[src/rtl/audio_fx_pkg.sv]
// audio_fx_pkg: shared types and constants for the audio_fx_player sound-effect block.
// Holds the effect/state enums, oscillator step constants, LFSR seed/taps and
// I2S slot positions.
package audio_fx_pkg;

    typedef enum logic [1:0] {
        NONE      = 2'd0,
        LASER     = 2'd1,
        EXPLOSION = 2'd2,
        POWERUP   = 2'd3
    } fx_e;

    typedef enum logic {
        IDLE = 1'b0,
        PLAY = 1'b1
    } state_e;

    // Phase-accumulator step bases (added once per sample frame)
    localparam logic [15:0] LASER_STEP_BASE   = 16'h0C00;
    localparam logic [15:0] POWERUP_STEP_BASE = 16'h0200;
    localparam logic [15:0] BOOM_STEP         = 16'h0100;

    // Fibonacci LFSR x^16 + x^14 + x^13 + x^11: state bits 15, 13, 12, 10
    localparam logic [15:0] LFSR_SEED = 16'hACE1;
    localparam logic [15:0] LFSR_TAPS = 16'hB400;

    // Sample occupies slots 1..16 of each 32-slot channel half, MSB first
    localparam logic [4:0] SLOT_MSB = 5'd1;
    localparam logic [4:0] SLOT_LSB = 5'd16;

    function automatic logic [15:0] lfsr_next(input logic [15:0] s);
        return {s[14:0], ^(s & LFSR_TAPS)};
    endfunction

endpackage

[src/rtl/i2s_tx.sv]
// i2s_tx: derives MCLK/BCLK/LRCK from a free-running counter and serializes a
// 16-bit sample into both I2S channel halves. frame_strobe marks the last cycle
// of each frame; the sample input is captured on that cycle.
module i2s_tx
    import audio_fx_pkg::*;
(
    input  logic        clk,
    input  logic        reset,
    input  logic [15:0] i_sample,
    output logic        o_frame_strobe,
    output logic        o_xck,
    output logic        o_bclk,
    output logic        o_lrck,
    output logic        o_dat
);

    logic [3:0]  r_clk_cnt;
    logic [5:0]  r_bit_cnt;
    logic [15:0] r_shift;
    logic        r_dat;

    logic        w_bclk_fall;
    logic [4:0]  w_next_slot;
    logic [3:0]  w_bit_idx;
    logic        w_next_dat;

    assign w_bclk_fall    = (r_clk_cnt == 4'd15);
    assign o_frame_strobe = w_bclk_fall && (r_bit_cnt == 6'd63);
    assign w_next_slot    = r_bit_cnt[4:0] + 5'd1;
    assign w_bit_idx      = 4'(5'd16 - w_next_slot);

    // Select the data bit for the slot that begins at the coming BCLK fall
    always_comb begin
        w_next_dat = 1'b0;
        if ((w_next_slot >= SLOT_MSB) && (w_next_slot <= SLOT_LSB)) begin
            w_next_dat = r_shift[w_bit_idx];
        end else begin
            w_next_dat = 1'b0;
        end
    end

    // Clock counters, sample capture at frame end and data launch on BCLK fall
    always_ff @(posedge clk) begin
        if (reset) begin
            r_clk_cnt <= 4'd0;
            r_bit_cnt <= 6'd0;
            r_shift   <= 16'd0;
            r_dat     <= 1'b0;
        end else begin
            r_clk_cnt <= r_clk_cnt + 4'd1;
            if (w_bclk_fall) begin
                r_bit_cnt <= r_bit_cnt + 6'd1;
                r_dat     <= w_next_dat;
                if (o_frame_strobe) begin
                    r_shift <= i_sample;
                end
            end
        end
    end

    assign o_xck  = r_clk_cnt[1];
    assign o_bclk = r_clk_cnt[3];
    assign o_lrck = r_bit_cnt[5];
    assign o_dat  = r_dat;

endmodule

[src/rtl/audio_fx_player.sv]
// audio_fx_player: enveloped sound-effect generator driving a WM8731 over I2S.
// Build option AUDIO_FX_NOISE_EN: when defined, the explosion code plays LFSR
// noise; when undefined the LFSR is not built and the explosion code plays a
// low fixed-step square wave with the same envelope.
module audio_fx_player
    import audio_fx_pkg::*;
#(
    parameter int          FX_LEN    = 8192,
    parameter logic [15:0] AMPLITUDE = 16'h2000
) (
    input  logic       clk,
    input  logic       reset,
    input  logic [1:0] audio_ctrl,
    output logic       aud_xck,
    output logic       aud_bclk,
    output logic       aud_daclrck,
    output logic       aud_dacdat,
    output logic       busy
);

    // Envelope uses the two most significant bits of the sample index
    localparam int          ENV_MSB = $clog2(FX_LEN) - 1;
    localparam logic [15:0] LAST_N  = 16'(FX_LEN - 1);

    logic [1:0]  r_ctrl_q;
    state_e      r_state;
    fx_e         r_fx;
    logic [15:0] r_n;
    logic [15:0] r_phase;
    logic        r_busy;
`ifdef AUDIO_FX_NOISE_EN
    logic [15:0] r_lfsr;
`endif

    logic        w_trigger;
    logic        w_frame_strobe;
    logic [1:0]  w_env;
    logic [15:0] w_amp;
    logic [15:0] w_step;
    logic        w_neg;
    logic [15:0] w_cur;

    assign w_trigger = (audio_ctrl != 2'b00) && (audio_ctrl != r_ctrl_q);
    assign w_env     = r_n[ENV_MSB -: 2];

    // Current sample and next phase step for the playing effect
    always_comb begin
        w_amp  = AMPLITUDE >> w_env;
        w_neg  = r_phase[15];
        w_step = BOOM_STEP;
        case (r_fx)
            LASER:     w_step = LASER_STEP_BASE - (r_n >> 2);
            POWERUP:   w_step = POWERUP_STEP_BASE + (r_n >> 2);
            EXPLOSION: begin
                w_step = BOOM_STEP;
`ifdef AUDIO_FX_NOISE_EN
                w_neg  = r_lfsr[15];
`endif
            end
            default:   w_step = BOOM_STEP;
        endcase
        if (r_state == PLAY) begin
            w_cur = w_neg ? (16'd0 - w_amp) : w_amp;
        end else begin
            w_cur = 16'd0;
        end
    end

    // Effect FSM: a new code restarts the effect, frame ends advance it
    always_ff @(posedge clk) begin
        if (reset) begin
            r_ctrl_q <= 2'b00;
            r_state  <= IDLE;
            r_busy   <= 1'b0;
            r_fx     <= NONE;
            r_n      <= 16'd0;
            r_phase  <= 16'd0;
`ifdef AUDIO_FX_NOISE_EN
            r_lfsr   <= LFSR_SEED;
`endif
        end else begin
            r_ctrl_q <= audio_ctrl;
            if (w_trigger) begin
                r_fx    <= fx_e'(audio_ctrl);
                r_n     <= 16'd0;
                r_phase <= 16'd0;
`ifdef AUDIO_FX_NOISE_EN
                r_lfsr  <= LFSR_SEED;
`endif
                r_state <= PLAY;
                r_busy  <= 1'b1;
            end else if (w_frame_strobe && (r_state == PLAY)) begin
                r_phase <= r_phase + w_step;
`ifdef AUDIO_FX_NOISE_EN
                r_lfsr  <= lfsr_next(r_lfsr);
`endif
                if (r_n == LAST_N) begin
                    r_state <= IDLE;
                    r_busy  <= 1'b0;
                end else begin
                    r_n <= r_n + 16'd1;
                end
            end
        end
    end

    i2s_tx u_i2s (
        .clk            (clk),
        .reset          (reset),
        .i_sample       (w_cur),
        .o_frame_strobe (w_frame_strobe),
        .o_xck          (aud_xck),
        .o_bclk         (aud_bclk),
        .o_lrck         (aud_daclrck),
        .o_dat          (aud_dacdat)
    );

    assign busy = r_busy;

endmodule

[config.mk]
export PLATFORM = sky130hd
export DESIGN_NAME = audio_fx_player
export DESIGN_NICKNAME = d
export VERILOG_FILES = /design/src/rtl/audio_fx_pkg.sv /design/src/rtl/i2s_tx.sv /design/src/rtl/audio_fx_player.sv
export SDC_FILE = /design/constraint.sdc
export NUM_CORES = 1
export LEC_CHECK = 0
export CAP_MARGIN = 25
export CORE_MARGIN = 2
export CORE_UTILIZATION = 65
export CTS_BUF_LIST = sky130_fd_sc_hd__clkbuf_8
export DETAILED_ROUTE_END_ITERATION = 10
export MAX_ROUTING_LAYER = met4
export PLACE_DENSITY = 0.91
export SLEW_MARGIN = 15
export SYNTH_ARGS = -nofsm -noshare
export SYNTH_HDL_FRONTEND = slang
export SYNTH_SLANG_ARGS = --single-unit
[constraint.sdc]
create_clock -name clk -period 3.49 [get_ports clk]
set_input_delay 0.698 -clock clk [delete_from_list [all_inputs] [get_ports clk]]
set_output_delay 0.698 -clock clk [all_outputs]
set_load 0.05 [all_outputs]
# Word level (Yosys, flattened, before mapping)
# Cells that the tools add are included.
[classes] n_mul=0 n_addsub=9 n_lt_le_gt_ge=3 eq_ne=6 mux=9 div=0 shift=1 bitwise_logic=1 reduce_logical=11
[op_table] op="2-to-1 mux 16 bit" count=2
[op_table] op="one-hot mux 16 bit (2 select lines)" count=1
[op_table] op="adder 16 x 1 -> 16 bit (second input constant)" count=1
[op_table] op="adder 16 bit" count=1
[op_table] op="equality test 16 x 13 -> 1 bit (second input constant)" count=1
[op_table] op=">> shifter 14 x 2 -> 16 bit (first input constant)" count=1
[op_table] op="subtractor 1 x 16 -> 16 bit (first input constant)" count=1
[op_table] op="adder 10 x 14 -> 15 bit (first input constant)" count=1
[op_table] op="subtractor 12 x 14 -> 15 bit (first input constant)" count=1
[op_table] op="adder 6 x 1 -> 6 bit (second input constant)" count=1
[op_table] op="equality test 6 bit (second input constant)" count=1
[op_table] op="AND reduction 2 bit" count=3
[op_table] op="nonzero test 2 bit" count=3
[op_table] op="adder 5 x 1 -> 5 bit (second input constant)" count=1
[op_table] op="greater-or-equal comparator 5 x 1 -> 1 bit (second input constant)" count=1
[op_table] op="<= comparator 5 bit (second input constant)" count=1
[op_table] op="less-than comparator 4 x 5 -> 1 bit (second input constant)" count=1
[op_table] op="2-to-1 mux 1 bit" count=5
[op_table] op="adder 4 x 1 -> 4 bit (second input constant)" count=1
[op_table] op="binary-select mux 1 bit (select 4 bit)" count=1
[op_table] op="equality test 4 bit (second input constant)" count=1
[op_table] op="logical AND 1 bit" count=4
[op_table] op="subtractor 1 x 4 -> 4 bit (first input constant)" count=1
[op_table] op="equality test 2 x 1 -> 1 bit (second input constant)" count=1
[op_table] op="4 further kinds" count=4
[totals] output_inout_bits=5 romBits=0 memories=0 latch_bits=0 ramBits=0 input_bits=4 ff_bits=64 elab_cells=49

# Longest topological paths before layout
# Gate-level depths: netlist of the first run.
[depth] depth_word=5 depth_mapped=16 depth_no_buf=15

# By module
# A second synthesis of the first run with hierarchy kept.
[unflattened] cells_unflattened=517 hier_area_um2=4201.5
[modules_own_cells] module="audio_fx_player" instances=1 area_each_um2=2914.0 cells_each=366
[modules_own_cells] module="i2s_tx" instances=1 area_each_um2=1287.5 cells_each=151

# Worst setup path after synthesis of the first run
# No wires, ideal clock.
[synth_timing] path_type="reg-to-reg" startpoint="register r_n[4]" endpoint="register r_phase[14]" stages_incl_launch_ff=14 n_path_buf=1 setup_ns=0.126 setup_slack_ns=0.590 arrival_ns=2.774 cell_sequence="dfxtp_1 -> buf_4 -> nor4_4 -> nor4b_4 -> nand3b_1 -> xnor2_1 -> and2_1 -> ha_1 -> o21a_1 -> o21ai_0 -> or4_1 -> o21ai_0 -> o211a_1 -> nor3_1"
[synth_between] elab_chain_len=3 elab_cells_between_ends=4 cone_classes="add/sub: 3; mux: 1"
[synth_lines] element="from (decl)" line_no="audio_fx_player.sv:28" text="logic [15:0] r_n;"
[synth_lines] element="from (signal assigned)" line_no="audio_fx_player.sv:101" text="r_n <= r_n + 16'd1;"
[synth_lines] element="adder 10 x 14 -> 15 bit or subtractor 12 x 14 -> 15 bit (tied branches)" line_no="audio_fx_player.sv:53, audio_fx_player.sv:52"
[synth_lines] element="one-hot mux 16 bit (2 select lines) *" line_no="audio_fx_player.sv:51" text="case (r_fx)"
[synth_lines] element="adder 16 bit *" line_no="audio_fx_player.sv:93" text="r_phase <= r_phase + w_step;"
[synth_lines] element="to (signal assigned)" line_no="audio_fx_player.sv:93"
[synth_lines] element="to (decl)" line_no="audio_fx_player.sv:29" text="logic [15:0] r_phase;"
# Mark *: on every way between the ends. The rest lies on a longest branch, timed or not.
# A chain may end at the register's enable or synchronous reset.

# Worst setup path after layout of the first run
[layout_timing] startpoint="register r_n[5]" endpoint="register r_phase[14]"
# The elaborated chain is that of the path after synthesis.

==> flow_summary.ini, run 1 <==
[outcome]
status = complete, no violations

[cts]
insertion_delay_ns = 0.32
cts_tree = done
numClockSinks = 54
clk_pin_slew_ns = 0.11
numCtsBuffers = 5
cts_buffer_depth = 2
cts_root_buf = clkbuf_8
htreeDepth = 2
cts_hold_buf = 0

[synth]
synth-main-ff-cell = dfxtp_1
synth_cells = 472
async_flop_share_pct = 0
ys_seq_area_share_pct = 28.8
synthMuxAreaShare_pct = 2.77
avgSynthCellArea_sq_um = 7.95
ys_ff_latch = 54
synthSimpleGateAreaFrac_pct = 26.4
synth_top_family_by_area = simple AND/OR/NAND/NOR gates
synth-xor-area-share_pct = 7.47
synth-edff-count = 0
synth_compound_area_share_pct = 20.3
yosys.area_share.adder_pct = 9.20
syn_nets = 503
yosys_warnings = 0
synth_cell_type_count = 64
netlist_area_sq_um = 3750

[timing]
min_period_ns = 3.27
hold_viol = 0
worstMarginPinSlew_ns = 0.541
maxClockFrequency_mhz = 306
skew_ns = 0.0164
setup_violations = 0
slew_headroom_pct = 63.9
finalCritPeriodShare_pct = 93.7
slew_violations = 0
whs_ns = 0.462

[route]
vias_per_cell = 6.28
via_count = 3397
drt_iter0_drc = 242
drc_errors = 0
antenna_left = 0
drt-pass1-iter-count = 5
wl_um = 8160
post_drt_wl_per_cell_um = 15.1

[worst_setup_path]
worst-path-stages = 12
worstPathRequired_ns = 3.74
critPathMaxStageDelay_ns = 0.50
cp_cell_sequence = nor4_4 > nor4b_4 > a31oi_1 > a22oi_1 > xor2_1 > and2_1 > ha_1 > nand2_1 > or4_1 > o21ai_0 > nor4_1 > nor3_1
endpoint_kind = flop
critPathSlowestCell = or4_1
crit_family = simple AND/OR/NAND/NOR gates
arrival_ns = 3.52
crit_type = flop to flop
cp_num_buf_inv = 0
worst-r2r-cell-count = 12
critPathLaunchType = flop
crit_fanout = 8

[cells_and_area]
layout.cells.non_filler = 541
drive_gt1_share_pct = 7.68
fill_cells = 420
area_delta_synth_final_pct = 5.77
final_nets = 499
diodes = 0
final_util_pct = 71.7

[global_routing]
grt_pass1_vias = 3152
overflow = 0
grt_max_degree = 26
track_usage_pct = 27.5
grt_pass1_wl_um = 13900
antenna_found_initial = 0

[pwr]
p_sw_share_pct = 26.6
p_per_area_nw_per_um2 = 274
combPwrFrac_pct = 7.2
p_seq_share_pct = 58.4
ir_drop_v = 0.000168
internal_power_w = 0.000799
clkPwrFrac_pct = 34.4
p_leak_nw = 1.43
netSwitchingPower_w = 0.000290

[floorplan]
core_area_sq_um = 5540
start_util_pct = 67.8
fp.dieW_um = 80.0
die_h_um = 80.0
ios = 9
fp.dieArea_sq_um = 6400
rows = 27

[placed_design]
portBuffers = 8
hpwl_um = 5780
gp_congestion = 0.915
dpl.cell_count = 530

[run]
maxCapViolations = 0

[hold_path]
hp-class = flop to flop
holdPathStages = 1
## synth_stat cells, drive strengths merged, types with 4 or more instances
master   n  share of area [%]
a22oi    5                1.0
a21oi   42                5.6
o21ai   28                3.7
nor2    48                4.8
a211oi   7                1.4
o21a     6                1.2
nor4     5                1.4
ha      26                8.7
nor2b   10                1.7
nor3    15                2.0
and3     5               0.97
clkbuf  17                1.8
dfxtp   54                 29
o211ai   4               0.80
nand2   42                4.2
inv     18                1.8
or2      4               0.67
buf     10                1.5
a31oi    6                1.0
nand3b   5                1.0
nand4    4                1.1
xnor2   21                4.9
or3     10                1.7
xor2    11                2.6
mux2i    7                1.9
and2    10                1.7
nand3   17                2.6
## layer usage
| layer | part of all wire (%) | GRT usage (%) | up-vias |
|---|---|---|---|
| met5 | 0 | - | - |
| met4 | 1.2 | 8.98 | 0 |
| met3 | 4.6 | 4.52 | 18 |
| met2 | 49 | 44.8 | 95 |
| met1 | 45 | 34.9 | 1613 |
| li1 | - | - | 1671 |
## power groups by stage
stage	Combinational [W]	Clock, W	Sequential (W)
global placement	0.0000737	0	0.000649
global route	0.0000853	0.000410	0.000638
CTS	0.0000770	0.000383	0.000636
finish	0.0000783	0.000374	0.000636
floorplan	0.0000525	0	0.000651
detailed placement	0.0000766	0	0.000650
## cells in the final DEF (no fill, tap or decap), drive strengths merged, types with 4 or more instances in the layout
cell type	n
mux2i	7
or2	4
a21oi	42
nor4	5
xor2	11
nor3	15
and3	5
nand2	42
or3	10
clkdlybuf4s50	8
o211ai	4
o21ai	28
inv	19
nand4	4
a211oi	7
and2	10
nor2	48
clkbuf	5
nor2b	10
ha	26
nand3	17
dfxtp	54
a22oi	5
xnor2	21
buf	8
a31oi	6
nand3b	5
o21a	6
## path summary, 6_finish.rpt
kind,startpoint,end,slack [ns]
worst max-delay path,r_n[5]$_SDFFE_PP0P_,r_phase[14]$_SDFFE_PP0P_,0.22
worst min-delay path,u_i2s.r_clk_cnt[0]$_SDFF_PP0_,u_i2s.r_clk_cnt[0]$_SDFF_PP0_,0.46
worst max register to register,r_n[5]$_SDFFE_PP0P_,r_phase[14]$_SDFFE_PP0P_,0.22
worst min register to register,u_i2s.r_clk_cnt[0]$_SDFF_PP0_,u_i2s.r_clk_cnt[0]$_SDFF_PP0_,0.46
## flip-flops by register name, indices dropped and copies added, names as in the netlist
name / flops
r_phase: 16
r_fx: 2
u_i2s.r_shift: 6
u_i2s.r_bit_cnt: 6
u_i2s.r_clk_cnt: 4
busy: 1
u_i2s.o_dat: 1
r_n: 16
r_ctrl_q: 2
## what timing repair did
item                       in CTS  in global routing
setup endpoints to repair       0                  3
gates resized for setup         0                  5
setup buffers                   0                  3
hold endpoints to repair        0                  0
## kinds of logic after synthesis
family	after synthesis
simple gates	185
compound gates	120
flops	54
xor+xnor	32
buf+inv	45
mux	9
fa+ha+maj	27
## layout make-up
cell class,instances,area [sq um],area share (%)
inverter,18,67.6,1.70
clock buffer,5,68.8,1.73
sequential,54,1080,27.3
tap,72,90.1,2.27
timing repair buffer,16,140,3.53
clock inverter,3,25.0,0.630
multi-input combinational,373,2500,62.9
## per-stage QoR
stage | setup WS (ns) | TNS, ns | instance area, sq um | power (W)
finish | 0.219 | 0 | 3970 | 0.00109
detailed placement | 0.165 | 0 | 3840 | 0.000726
floorplan | 0.590 | 0 | 3750 | 0.000704
global route | -0.0247 | -0.0247 | 3970 | 0.00113
global placement | 0.309 | 0 | 3840 | 0.000723
CTS | 0.150 | 0 | 3930 | 0.00110
No activity file was read; power rests on OpenSTA's default activity.
==> run 2, diff against run 1 <==
- CORE_UTILIZATION: 65 -> 45
- PLACE_DENSITY: 0.91 -> 0.69
==> flow_summary.ini, run 2 (synthesis results as in run 1) <==
[global_routing]
grt_max_degree = 26
antenna_found_initial = 0
grt_pass1_vias = 2966
grt_pass1_wl_um = 13200
track_usage_pct = 18.6
grt_use_met3_pct = 2.77
grt_util_met1_pct = 23.4
overflow = 0
top_usage_layer = met2
grt.met2_usage_pct = 31.0

[cells_and_area]
most-common-layout-cells = 54 x dfxtp_1, 48 x nor2_1, 42 x nand2_1, 42 x a21oi_1, 28 x o21ai_0
final_nets = 499
area_delta_synth_final_pct = 6.73
diodes = 0
drive_gt1_share_pct = 7.04
final_util_pct = 49.3
multi_input_area_sq_um = 2490
final_common_cell = dfxtp_1
largestRegisters = r_n (16), r_phase (16)
fill_cells = 791
layout.cells.non_filler = 574
ff_latch_area_sq_um = 1080

[timing]
finalCritPeriodShare_pct = 90.7
slew_violations = 0
setup_tns_ns = 0
rsz0062_at_grt = false
whs_ns = 0.449
hold_viol = 0
maxClockFrequency_mhz = 316
setup_violations = 0
worstMarginPinSlew_ns = 0.600
min_period_ns = 3.17
slew_headroom_pct = 59.9
skew_ns = 0.00748
finalWorstSetupSlack_ns = 0.324

[floorplan]
core_area_sq_um = 8130
die_h_um = 95.3
rows = 33
ios = 9
start_util_pct = 46.1
fp.dieW_um = 95.3
fp.dieArea_sq_um = 9090

[hold_path]
hold_start = u_i2s.r_clk_cnt[0]$_SDFF_PP0_
holdPathStages = 1
hp-class = flop to flop

[route]
drt-pass1-iter-count = 4
vias_per_cell = 5.68
wl_um = 8020
post_drt_wl_per_cell_um = 14.0
antenna_left = 0
drc_errors = 0
via_count = 3261
drt_iter0_drc = 146

[worst_setup_path]
timing.rr.start = r_n[2]$_SDFFE_PP0P_
cp_num_buf_inv = 2
crit_family = compound AO/OA/AOI/OAI gates
critPathLaunchType = flop
cp_cell_sequence = inv_1 > ha_1 > mux2_2 > nand2_1 > inv_1 > ha_1 > a211oi_1 > o21ai_0 > a31oi_2 > a21oi_1 > mux2i_1 > mux2i_1
critPathSlowestCell = dfxtp_1
critPathMaxStageDelay_ns = 0.51
crit_fanout = 7
arrival_ns = 3.42
worstPathRequired_ns = 3.74
crit_type = flop to flop
worst-r2r-cell-count = 12
crit_start = r_n[2]$_SDFFE_PP0P_
endpoint_kind = flop
worst-path-stages = 12

[cts]
insertion_delay_ns = 0.32
cts_buffer_depth = 2
numCtsBuffers = 5
numClockSinks = 54
cts_root_buf = clkbuf_8
htreeDepth = 2
cts_hold_buf = 0
clk_pin_slew_ns = 0.11
cts_tree = done

[placed_design]
portBuffers = 8
pre_cts_slack_ns = 0.246
dpl.cell_count = 566
gp_congestion = 0.898
hpwl_um = 5800

[outcome]
status = complete, no violations

[pwr]
p_per_area_nw_per_um2 = 275
ir_drop_v = 0.000162
p_leak_nw = 1.44

[run]
maxCapViolations = 0
[run 2: layer usage]
layer | part of all wire (%) | vias up
li1 | - | 1663
met1 | 49 | 1548
met2 | 48 | 42
met3 | 2.6 | 8
met4 | 1.0 | 0
met5 | 0 | -
[run 2: per-stage QoR]
stage          cell area (sq um)  power, W
6_report                    4010   0.00110
3_3_place_gp                3900  0.000726
2_1_floorplan               3750  0.000704
4_1_cts                     4000   0.00111
5_1_grt                     4010   0.00115
3_5_place_dp                3900  0.000728
[run 2: repair_timing]
action,in CTS,in global routing
buffers inserted,0,0
gates resized for setup,0,1
endpoints found under the setup margin,0,1
[run 2: final timing paths]
kind,slack (ns),end
hold / removal,0.45,u_i2s.r_clk_cnt[0]$_SDFF_PP0_
setup / recovery,0.32,r_phase[15]$_SDFFE_PP0P_
hold reg to reg,0.45,u_i2s.r_clk_cnt[0]$_SDFF_PP0_
setup reg to reg,0.32,r_phase[15]$_SDFFE_PP0P_
[run 2: layout make-up]
type / instances / share of cell area [%]
well taps: 105 / 3.28
repair buffers: 16 / 3.50
flip-flops and latches: 54 / 27.0
clock buffers: 5 / 1.72
multi-input cells: 373 / 62.1
inverters: 18 / 1.69
clock inverters: 3 / 0.718
[run 2: where the power goes]
| group | leakage [nW] | internal, W | switching, W |
|---|---|---|---|
| combinational | 0.948 | 0.0000315 | 0.0000464 |
| sequential | 0.437 | 0.000623 | 0.0000131 |
| clock | 0.0506 | 0.000151 | 0.000236 |
| total | 1.44 | 0.000805 | 0.000295 |
